## src/rtl/time_setter.sv

```systemverilog
// ----------------------------------------------------------------------------
// time_setter
//   Front-end writer for the clock's date/time preset bus. Each of the five
//   navigation buttons is synchronised and debounced into a one-clock press
//   pulse. Up/down also auto-repeat while held in EDIT. A two-state
//   RUN/EDIT FSM selects a field and steps it with wrap-around. The day is
//   clamped whenever the month or year changes.
//
// Ports
//   clk, rst_n                      clock, asynchronous active-low reset
//   up, down, left, right, middle   raw (unsynchronised) button levels
//   year_d  [14:0]                  preset year, YEAR_MIN..YEAR_MAX
//   month_d [3:0]                   preset month, 1..12
//   day_d   [4:0]                   preset day, 1..days in month
//   hour_d  [5:0]                   preset hour, 0..23
//   min_d   [5:0]                   preset minute, 0..59
//   sec_d   [5:0]                   preset second, 0..59
//   week_s  [3:0]                   preset weekday, 1..7
//   mode    [3:0]                   0 = RUN, 1 = EDIT (core loads preset bus)
//   field   [2:0]                   selected field 0 yr .. 6 wk
// ----------------------------------------------------------------------------
module time_setter #(
   parameter logic [19:0] DEB_CYCLES    = 20'd500000,
   parameter logic [25:0] HOLD_CYCLES   = 26'd50000000,
   parameter logic [25:0] REPEAT_CYCLES = 26'd10000000,
   parameter logic [14:0] YEAR_MIN      = 15'd2000,
   parameter logic [14:0] YEAR_MAX      = 15'd2099
) (
   input  logic        clk,
   input  logic        rst_n,
   input  logic        up,
   input  logic        down,
   input  logic        left,
   input  logic        right,
   input  logic        middle,
   output logic [14:0] year_d,
   output logic [3:0]  month_d,
   output logic [4:0]  day_d,
   output logic [5:0]  hour_d,
   output logic [5:0]  min_d,
   output logic [5:0]  sec_d,
   output logic [3:0]  week_s,
   output logic [3:0]  mode,
   output logic [2:0]  field
);

   localparam logic [0:0] RUN  = 1'b0;
   localparam logic [0:0] EDIT = 1'b1;

   logic [0:0]  state_reg, state_next;
   logic [2:0]  field_reg, field_next;
   logic [14:0] year_reg, year_next;
   logic [3:0]  month_reg, month_next;
   logic [4:0]  day_reg, day_next;
   logic [5:0]  hour_reg, hour_next;
   logic [5:0]  min_reg, min_next;
   logic [5:0]  sec_reg, sec_next;
   logic [3:0]  week_reg, week_next;

   // Bit order: 0 up, 1 down, 2 left, 3 right, 4 middle.
   logic [4:0] btn_raw;
   logic [4:0] press;
   logic [1:0] rep;

   assign btn_raw = {middle, right, left, down, up};

   generate
      for (genvar gi = 0; gi < 5; gi++) begin : g_btn
         logic        sync1_reg, sync2_reg, deb_reg, press_reg;
         logic [19:0] cnt_reg;

         // The debounced level follows the synced level only after it has
         // differed for DEB_CYCLES consecutive clocks; a press pulse is
         // raised in the same edge that the level goes high.
         always_ff @(posedge clk or negedge rst_n) begin
            if (!rst_n) begin
               sync1_reg <= 1'b0;
               sync2_reg <= 1'b0;
               deb_reg   <= 1'b0;
               press_reg <= 1'b0;
               cnt_reg   <= '0;
            end else begin
               sync1_reg <= btn_raw[gi];
               sync2_reg <= sync1_reg;
               press_reg <= 1'b0;
               if (sync2_reg != deb_reg) begin
                  if (cnt_reg == DEB_CYCLES - 20'd1) begin
                     deb_reg   <= sync2_reg;
                     press_reg <= sync2_reg;
                     cnt_reg   <= '0;
                  end else begin
                     cnt_reg <= cnt_reg + 20'd1;
                  end
               end else begin
                  cnt_reg <= '0;
               end
            end
         end

         assign press[gi] = press_reg;

         if (gi < 2) begin : g_rep
            logic [25:0] timer_reg;
            logic        phase_reg;   // 0: waiting out the hold, 1: repeating
            logic        rep_reg;

            always_ff @(posedge clk or negedge rst_n) begin
               if (!rst_n) begin
                  timer_reg <= '0;
                  phase_reg <= 1'b0;
                  rep_reg   <= 1'b0;
               end else begin
                  rep_reg <= 1'b0;
                  if (!deb_reg || state_reg != EDIT) begin
                     timer_reg <= '0;
                     phase_reg <= 1'b0;
                  end else if (!phase_reg) begin
                     if (timer_reg == HOLD_CYCLES - 26'd1) begin
                        rep_reg   <= 1'b1;
                        timer_reg <= '0;
                        phase_reg <= 1'b1;
                     end else begin
                        timer_reg <= timer_reg + 26'd1;
                     end
                  end else begin
                     if (timer_reg == REPEAT_CYCLES - 26'd1) begin
                        rep_reg   <= 1'b1;
                        timer_reg <= '0;
                     end else begin
                        timer_reg <= timer_reg + 26'd1;
                     end
                  end
               end
            end

            assign rep[gi] = rep_reg;
         end
      end
   endgenerate

   function automatic logic is_leap(input logic [14:0] y);
      return (y[1:0] == 2'd0) &&
             (((y % 15'd100) != 15'd0) || ((y % 15'd400) == 15'd0));
   endfunction

   function automatic logic [4:0] days_in_month(input logic [3:0] m,
                                                input logic [14:0] y);
      case (m)
         4'd2:                    return is_leap(y) ? 5'd29 : 5'd28;
         4'd4, 4'd6, 4'd9, 4'd11: return 5'd30;
         default:                 return 5'd31;
      endcase
   endfunction

   logic       step_up, step_dn;
   logic [4:0] dim_cur, dim_new;

   assign step_up = press[0] | rep[0];
   assign step_dn = press[1] | rep[1];
   assign dim_cur = days_in_month(month_reg, year_reg);

   always_comb begin
      state_next = state_reg;
      field_next = field_reg;
      year_next  = year_reg;
      month_next = month_reg;
      day_next   = day_reg;
      hour_next  = hour_reg;
      min_next   = min_reg;
      sec_next   = sec_reg;
      week_next  = week_reg;

      if (state_reg == RUN) begin
         if (press[4]) begin
            state_next = EDIT;
            field_next = 3'd0;
         end
      end else begin
         // Priority chain: only the highest-priority pulse in a clock acts.
         if (press[4]) begin
            state_next = RUN;
         end else if (press[3]) begin
            field_next = (field_reg == 3'd6) ? 3'd0 : field_reg + 3'd1;
         end else if (press[2]) begin
            field_next = (field_reg == 3'd0) ? 3'd6 : field_reg - 3'd1;
         end else if (step_up || step_dn) begin
            // step_up wins when both fire together.
            case (field_reg)
               3'd0: year_next = step_up
                  ? ((year_reg == YEAR_MAX) ? YEAR_MIN : year_reg + 15'd1)
                  : ((year_reg == YEAR_MIN) ? YEAR_MAX : year_reg - 15'd1);
               3'd1: month_next = step_up
                  ? ((month_reg == 4'd12) ? 4'd1 : month_reg + 4'd1)
                  : ((month_reg == 4'd1) ? 4'd12 : month_reg - 4'd1);
               3'd2: day_next = step_up
                  ? ((day_reg >= dim_cur) ? 5'd1 : day_reg + 5'd1)
                  : ((day_reg <= 5'd1) ? dim_cur : day_reg - 5'd1);
               3'd3: hour_next = step_up
                  ? ((hour_reg >= 6'd23) ? 6'd0 : hour_reg + 6'd1)
                  : ((hour_reg == 6'd0) ? 6'd23 : hour_reg - 6'd1);
               3'd4: min_next = step_up
                  ? ((min_reg >= 6'd59) ? 6'd0 : min_reg + 6'd1)
                  : ((min_reg == 6'd0) ? 6'd59 : min_reg - 6'd1);
               3'd5: sec_next = step_up
                  ? ((sec_reg >= 6'd59) ? 6'd0 : sec_reg + 6'd1)
                  : ((sec_reg == 6'd0) ? 6'd59 : sec_reg - 6'd1);
               default: week_next = step_up
                  ? ((week_reg >= 4'd7) ? 4'd1 : week_reg + 4'd1)
                  : ((week_reg <= 4'd1) ? 4'd7 : week_reg - 4'd1);
            endcase
         end
      end

      // Clamp the day against the month/year being written this cycle.
      dim_new = days_in_month(month_next, year_next);
      if (day_next > dim_new)
         day_next = dim_new;
   end

   always_ff @(posedge clk or negedge rst_n) begin
      if (!rst_n) begin
         state_reg <= RUN;
         field_reg <= 3'd0;
         year_reg  <= YEAR_MIN;
         month_reg <= 4'd1;
         day_reg   <= 5'd1;
         hour_reg  <= 6'd0;
         min_reg   <= 6'd0;
         sec_reg   <= 6'd0;
         week_reg  <= 4'd1;
      end else begin
         state_reg <= state_next;
         field_reg <= field_next;
         year_reg  <= year_next;
         month_reg <= month_next;
         day_reg   <= day_next;
         hour_reg  <= hour_next;
         min_reg   <= min_next;
         sec_reg   <= sec_next;
         week_reg  <= week_next;
      end
   end

   assign year_d  = year_reg;
   assign month_d = month_reg;
   assign day_d   = day_reg;
   assign hour_d  = hour_reg;
   assign min_d   = min_reg;
   assign sec_d   = sec_reg;
   assign week_s  = week_reg;
   assign mode    = {3'b000, state_reg};
   assign field   = field_reg;

endmodule
```

## config.mk

```make
export PLATFORM = sky130hd
export DESIGN_NAME = time_setter
export DESIGN_NICKNAME = d
export VERILOG_FILES = /design/src/rtl/time_setter.sv
export SDC_FILE = /design/constraint.sdc
export NUM_CORES = 1
export LEC_CHECK = 0
export ABC_AREA = 1
export ABC_CLOCK_PERIOD_IN_PS = 8010
export CORE_UTILIZATION = 60
export CTS_CLUSTER_DIAMETER = 200
export CTS_CLUSTER_SIZE = 40
export DETAILED_ROUTE_END_ITERATION = 12
export PLACE_DENSITY = 0.79
export REMOVE_ABC_BUFFERS = 1
export SYNTH_ARGS = -nofsm -noshare
export SYNTH_HDL_FRONTEND = slang
export SYNTH_SLANG_ARGS = --single-unit
```

## constraint.sdc

```tcl
create_clock -name clk -period 8.01 [get_ports clk]
set_input_delay 1.602 -clock clk [delete_from_list [all_inputs] [get_ports clk]]
set_output_delay 1.602 -clock clk [all_outputs]
set_load 0.1 [all_outputs]
```

==> results.py, run 1 <==
metrics = {
    "cts": {
        "cts_tree": "yes",
        "cts.sinks": 226,
        "cts_hold_buf": 0,
        "cts-root-to-sink-buffers": 3,
        "insertion_delay_ns": 0.48,
        "clk_pin_slew_ns": 0.15,
        "cts-buffers-inserted": 9,
        "h-tree-depth": 1,
        "clockRootBuffer": "clkbuf_16",
    },
    "placed_design": {
        "port-buffer-count": 56,
        "dp_hpwl_mm": 24.6,
        "dp_slack_ns": -0.0436,
        "place_inst": 2537,
        "place_congestion": 0.955,
        "post_dp_cell_area_sq_um": 16300,
    },
    "critical_path": {
        "end_kind": "flip-flop",
        "crit_required_ns": 8.35,
        "critPathSlowestCell": "dfstp_2",
        "start_kind": "flip-flop",
        "critical_path_arrival_ns": 7.89,
        "slowest_delay_ns": 0.65,
        "path_max_fanout": 7,
        "crit_top_cell": "nand2_1",
        "path_buf_inv": 8,
        "critPathKind": "reg -> reg",
        "cp_top_family": "simple AND/OR/NAND/NOR gates",
    },
    "yosys": {
        "seq_area_frac_synth": 0.365,
        "ys_types": 61,
        "synth_warnings": 0,
        "synth_edf_count": 0,
        "netlist_instances": 2180,
        "synth_area_sq_um": 15500,
        "ys.flop_type": "dfrtp_1",
        "synth-seq-cells": 226,
        "async_flop_share": 1.00,
        "synth_area_per_cell_sq_um": 7.13,
    },
    "status": {
        "outcome": "finished clean",
    },
    "grt": {
        "track_usage": 0.251,
        "grt_pass1_vias": 13100,
        "antenna_found_initial": 0,
        "gr-total-overflow": 0,
        "grt_max_degree": 87,
        "grt_pass1_wl_mm": 56.9,
    },
    "pwr": {
        "combinationalPowerShare": 0.031,
        "clock_power_share": 0.317,
        "switchingPower_uw": 394,
        "p_leak_uw": 0.00792,
        "vdd_drop_max_v": 0.000126,
        "swShare": 0.222,
        "p_int_uw": 1380,
        "seqPwrFrac": 0.652,
        "p_per_area_nw_per_um2": 105,
    },
    "sta": {
        "slew_viol_final": 0,
        "fmaxAchievable_mhz": 132,
        "setup_slack_ns": 0.458,
        "tns_ns": 0,
        "setup_viol": 0,
        "post-route-period-util": 0.943,
        "clock_skew_ns": 0.0200,
        "finalHoldViolCount": 0,
        "whs_ns": 0.366,
        "post-route-min-period_ns": 7.55,
        "worstMarginPinSlew_ns": 1.04,
        "relSlewSlack": 0.299,
    },
    "drt": {
        "viasPerCell": 5.53,
        "antenna_left": 0,
        "wl_per_cell_um": 13.0,
        "wl_mm": 33.2,
        "drt_iter0_markers": 1100,
        "dr.pass1.iters": 5,
        "route.vias.total": 14200,
        "drc_errors": 0,
    },
    "floorplanning": {
        "core_sq_um": 25300,
        "fp.dieH_um": 163,
        "rows": 58,
        "floorplan.die_area_sq_um": 26600,
        "io_pins": 60,
        "dieWidth_um": 163,
        "initial_core_util": 0.614,
    },
    "worst_hold_path": {
        "hold_path_class": "reg -> reg",
    },
    "finish": {
        "largest_register_ff_count": 100,
        "fillerInstances": 2140,
        "seq_area_sq_um": 5670,
        "final_common_cell": "nand2_1",
        "multi_input_area_sq_um": 8560,
        "nNetsFinal": 2282,
        "fin_cells": 2565,
        "final_area_sq_um": 16900,
        "antenna_cells": 0,
        "drive_gt1_frac": 0.0966,
        "syn_to_final_growth_pct": 8.64,
        "final_cell_mix": "nand2_1, inv_1, nor2_1",
    },
    "flow_run": {
        "cap_violations": 0,
    },
}
kinds of logic after synthesis:
kind of cell	after synthesis	synth area share
AO/OA/AOI/OAI	282	0.104
buffers and inverters	371	0.0971
flip-flops	226	0.365
AND/OR/NAND/NOR	1182	0.358
XOR/XNOR	76	0.0428
other	1	0.000241
adder cells (fa/ha/maj)	42	0.0338
worst paths after layout:
kind                                               from                                  to  slack, ns  cells past startpoint
max reg2reg                        year_d[10]$_DFF_PN1_                  day_d[1]$_DFF_PN0_       0.46                     67
min reg2reg                g_btn[2].sync1_reg$_DFF_PN0_        g_btn[2].sync2_reg$_DFF_PN0_       0.37                      0
min in group asynchronous                         rst_n               week_s[3]$_DFFE_PN0P_       1.10                      1
max in group asynchronous                         rst_n  g_btn[0].g_rep.phase_reg$_DFF_PN0_       5.47                      2
min                        g_btn[2].sync1_reg$_DFF_PN0_        g_btn[2].sync2_reg$_DFF_PN0_       0.37                      0
max                                year_d[10]$_DFF_PN1_                  day_d[1]$_DFF_PN0_       0.46                     67
metal layers:
layer,routed length (um),part of all wire,GRT usage,up-vias
li1,-,-,-,7191
met1,15200,0.46,0.336,6650
met2,16100,0.49,0.440,318
met3,1440,0.043,0.0216,37
met4,433,0.013,0.0561,0
met5,0,0,0,-
synth_stat cells (18+ instances only):
cell type  number  area share
nand3_1       144       0.046
nand4_1        58       0.023
nand2_2        46       0.019
xor2_1         62       0.035
inv_2          23      0.0056
ha_1           42       0.034
o21ai_0       102       0.033
clkbuf_1       18      0.0043
a21oi_1        84       0.027
nor3_1         90       0.029
nand2_1       444        0.11
inv_1         304       0.073
a31oi_1        22      0.0089
o211ai_1       19      0.0092
nor4_1         23      0.0093
dfrtp_1       217        0.35
nor3b_1        28       0.014
nor2_1        277       0.067
layout make-up:
class | instances | share of cell area
multi-input cells | 1585 | 0.507
flip-flops and latches | 226 | 0.336
inverters | 333 | 0.0745
repair buffers | 78 | 0.0435
well taps | 330 | 0.0244
clock buffers | 12 | 0.0140
clock inverters | 1 | 0.000963
what timing repair did:
| item | CTS | global route |
|---|---|---|
| hold endpoints to repair | 0 | 0 |
| gates resized for setup | 1 | 51 |
| buffers inserted | 0 | 15 |
| pin swaps | 0 | 26 |
| setup endpoints to repair | 1 | 2 |
power groups by stage:
stage / clock network [uW] / logic (uW) / registers, uW
final: 561 / 55.3 / 1150
after detailed placement: 0 / 57.5 / 1180
after floorplan: 0 / 24.9 / 1180
after CTS: 581 / 57.8 / 1160
after global routing: 611 / 64.9 / 1160
after global placement: 0 / 56.1 / 1180
per-stage QoR:
stage                     utilization  total power, uW
after floorplan                     -             1200
final                           0.667             1770
after global placement          0.645             1230
after global routing            0.667             1830
after CTS                       0.655             1790
after detailed placement        0.645             1230
(Power assumes the default switching activity.)
==> inputs of run 2 (changes only) <==
ABC_AREA = 0   (was 1)
CORE_UTILIZATION = 63   (was 60)
PLACE_DENSITY = 0.82   (was 0.79)
==> run 2 against run 1 <==
  * The flow now finishes with violations (setup timing)
  * Worst setup slack lost 0.60 ns
  * Clock power is 1% higher
  * Clock-buffer cell count stayed put
==> results.py, run 2 <==
metrics = {
    "yosys": {
        "synth_area_sq_um": 16100,
        "yosysTopAreaCell": "dfrtp_1",
        "synth-seq-cells": 226,
        "synth_top_area_share": 0.338,
        "yosys.area_share.xor_xnor": 0.0828,
        "ys.flop_type": "dfrtp_1",
        "ys_top_cells_by_area": "dfrtp_1, nor2_1, xor2_1, nand2_1, xnor2_1",
        "synth_compound_area_frac": 0.206,
        "ys_types": 134,
        "seq_area_frac_synth": 0.352,
        "async_flop_share": 1.00,
        "synth_area_per_cell_sq_um": 8.46,
        "synth_common_cells": "nor2_1, dfrtp_1, nand2_1, a21oi_1, nand3_1",
        "synth_fa_ha_area_frac": 0.0339,
        "synth-simple-area-share": 0.264,
        "synth_warnings": 0,
        "synth_top_family_by_area": "simple AND/OR/NAND/NOR gates",
        "yosysMostFrequentCell": "nor2_1",
        "synth_edf_count": 0,
        "netlist_instances": 1902,
        "synthMuxAreaShare": 0.0213,
    },
    "grt": {
        "antenna_found_initial": 0,
        "grt_max_degree": 115,
        "gr-total-overflow": 0,
        "grt_pass1_vias": 14200,
        "track_usage": 0.297,
        "grt_pass1_wl_mm": 66.2,
    },
    "cts": {
        "insertion_delay_ns": 0.49,
        "cts-buffers-inserted": 9,
        "clockRootBuffer": "clkbuf_16",
        "cts.sinks": 226,
        "h-tree-depth": 1,
        "clk_pin_slew_ns": 0.15,
        "cts_hold_buf": 0,
        "cts_tree": "yes",
        "cts-root-to-sink-buffers": 3,
    },
    "critical_path": {
        "crit_top_cell": "buf_4",
        "critPathSlowestCell": "or4_4",
        "end_kind": "flip-flop",
        "start_kind": "flip-flop",
        "path_max_fanout": 6,
        "critical_path_arrival_ns": 8.57,
        "crit_required_ns": 8.43,
        "critPathKind": "reg -> reg",
        "slowest_delay_ns": 0.53,
    },
    "sta": {
        "setup_slack_ns": -0.141,
        "slew_viol_final": 0,
        "rsz0062_at_grt": "yes",
        "fmaxAchievable_mhz": 123,
        "setup_viol": 2,
        "clock_skew_ns": 0.0320,
        "post-route-period-util": 1.02,
        "worstMarginPinSlew_ns": 1.05,
        "whs_ns": 0.365,
        "finalHoldViolCount": 0,
        "post-route-min-period_ns": 8.15,
        "relSlewSlack": 0.296,
    },
    "floorplanning": {
        "dieWidth_um": 162,
        "floorplan.die_area_sq_um": 26200,
        "fp.dieH_um": 162,
        "initial_core_util": 0.641,
        "rows": 58,
        "io_pins": 60,
        "core_sq_um": 25100,
    },
    "finish": {
        "fillerInstances": 1809,
        "drive_gt1_frac": 0.197,
        "largest_register_ff_count": 100,
        "final_area_sq_um": 19100,
        "final_cell_mix": "nor2_1, dfrtp_1, buf_4",
        "final_common_cell": "nor2_1",
        "syn_to_final_growth_pct": 18.5,
        "antenna_cells": 0,
        "nNetsFinal": 2152,
        "final_util": 0.759,
    },
    "pwr": {
        "p_per_area_nw_per_um2": 93.1,
        "vdd_drop_max_v": 0.000144,
        "p_leak_uw": 0.00791,
        "finalPower_uw": 1780,
    },
    "placed_design": {
        "place_congestion": 0.949,
        "dp_hpwl_mm": 28.3,
        "post_dp_cell_area_sq_um": 18100,
        "port-buffer-count": 56,
        "dp_slack_ns": -0.337,
    },
    "drt": {
        "antenna_left": 0,
        "wl_per_cell_um": 16.6,
        "route.vias.total": 15300,
        "drt_iter0_markers": 1605,
        "dr.pass1.iters": 5,
        "drc_errors": 0,
        "viasPerCell": 6.30,
        "wl_mm": 40.4,
    },
    "status": {
        "failed_checks": "setup timing",
        "outcome": "finished with violations",
    },
    "flow_run": {
        "cap_violations": 0,
    },
    "worst_hold_path": {
        "hold_path_class": "reg -> reg",
    },
}
## run 2: path summary, 6_finish.rpt
kind | startpoint | endpoint | slack, ns | cells after the start
setup / recovery | year_d[9]$_DFF_PN1_ | day_d[0]$_DFF_PN1_ | -0.14 | 38
setup reg to reg | year_d[9]$_DFF_PN1_ | day_d[0]$_DFF_PN1_ | -0.14 | 38
hold / removal | g_btn[3].sync1_reg$_DFF_PN0_ | g_btn[3].sync2_reg$_DFF_PN0_ | 0.36 | 0
min in group asynchronous | rst_n | g_btn[3].cnt_reg[13]$_DFF_PN0_ | 1.16 | 1
max in group asynchronous | rst_n | g_btn[2].sync2_reg$_DFF_PN0_ | 5.52 | 2
hold reg to reg | g_btn[3].sync1_reg$_DFF_PN0_ | g_btn[3].sync2_reg$_DFF_PN0_ | 0.36 | 0
## run 2: area by class of cell
type	instances	area, sq um	share of cell area
clock buffers	12	236	0.0124
repair buffers	274	2230	0.117
clock inverters	1	16.3	0.000853
well taps	330	413	0.0217
inverters	64	248	0.0130
multi-input cells	1528	10300	0.538
flip-flops and latches	226	5670	0.297
## run 2: per-layer routing
metal | share of wire | track usage
met1 | 0.44 | 0.410
met2 | 0.49 | 0.509
met3 | 0.046 | 0.0186
met4 | 0.022 | 0.0755
met5 | 0 | 0
## run 2: repair_timing
item	4_1_cts	5_1_grt
setup buffers	15	22
resized for setup	37	68
pin swaps	24	27
endpoints found under the setup margin	2	2
## run 2: logic make-up (layout without fill, tap and decap cells)
group | Yosys count | after routing
multiplexers | 32 | 32
buffers and inverters | 150 | 351
flip-flops | 226 | 226
other | 1 | 3
AO/OA/AOI/OAI | 460 | 460
adder cells (fa/ha/maj) | 44 | 44
AND/OR/NAND/NOR | 840 | 840
XOR/XNOR | 149 | 149
## run 2: where the power goes
group / internal, uW / switching (uW)
clock: 217 / 351
sequential: 1150 / 7.36
combinational: 10.4 / 39.8
total: 1380 / 398
## run 2: worst max-delay path: cells and delay by family, from the launching register on
kind | cells | cell delay [ns]
adder cells (fa/ha/maj) | 2 | 0.62
flip-flops | 1 | 0.43
AND/OR/NAND/NOR | 14 | 2.86
buffers and inverters | 6 | 0.96
AO/OA/AOI/OAI | 16 | 3.20
## run 2: per-stage QoR
stage          setup TNS, ns  instances
4_1_cts                    0       2414
3_5_place_dp          -0.667       2386
3_3_place_gp          -0.223       2386
6_report              -0.280       2435
5_1_grt               -0.856       2435
2_1_floorplan          -2.75       1818
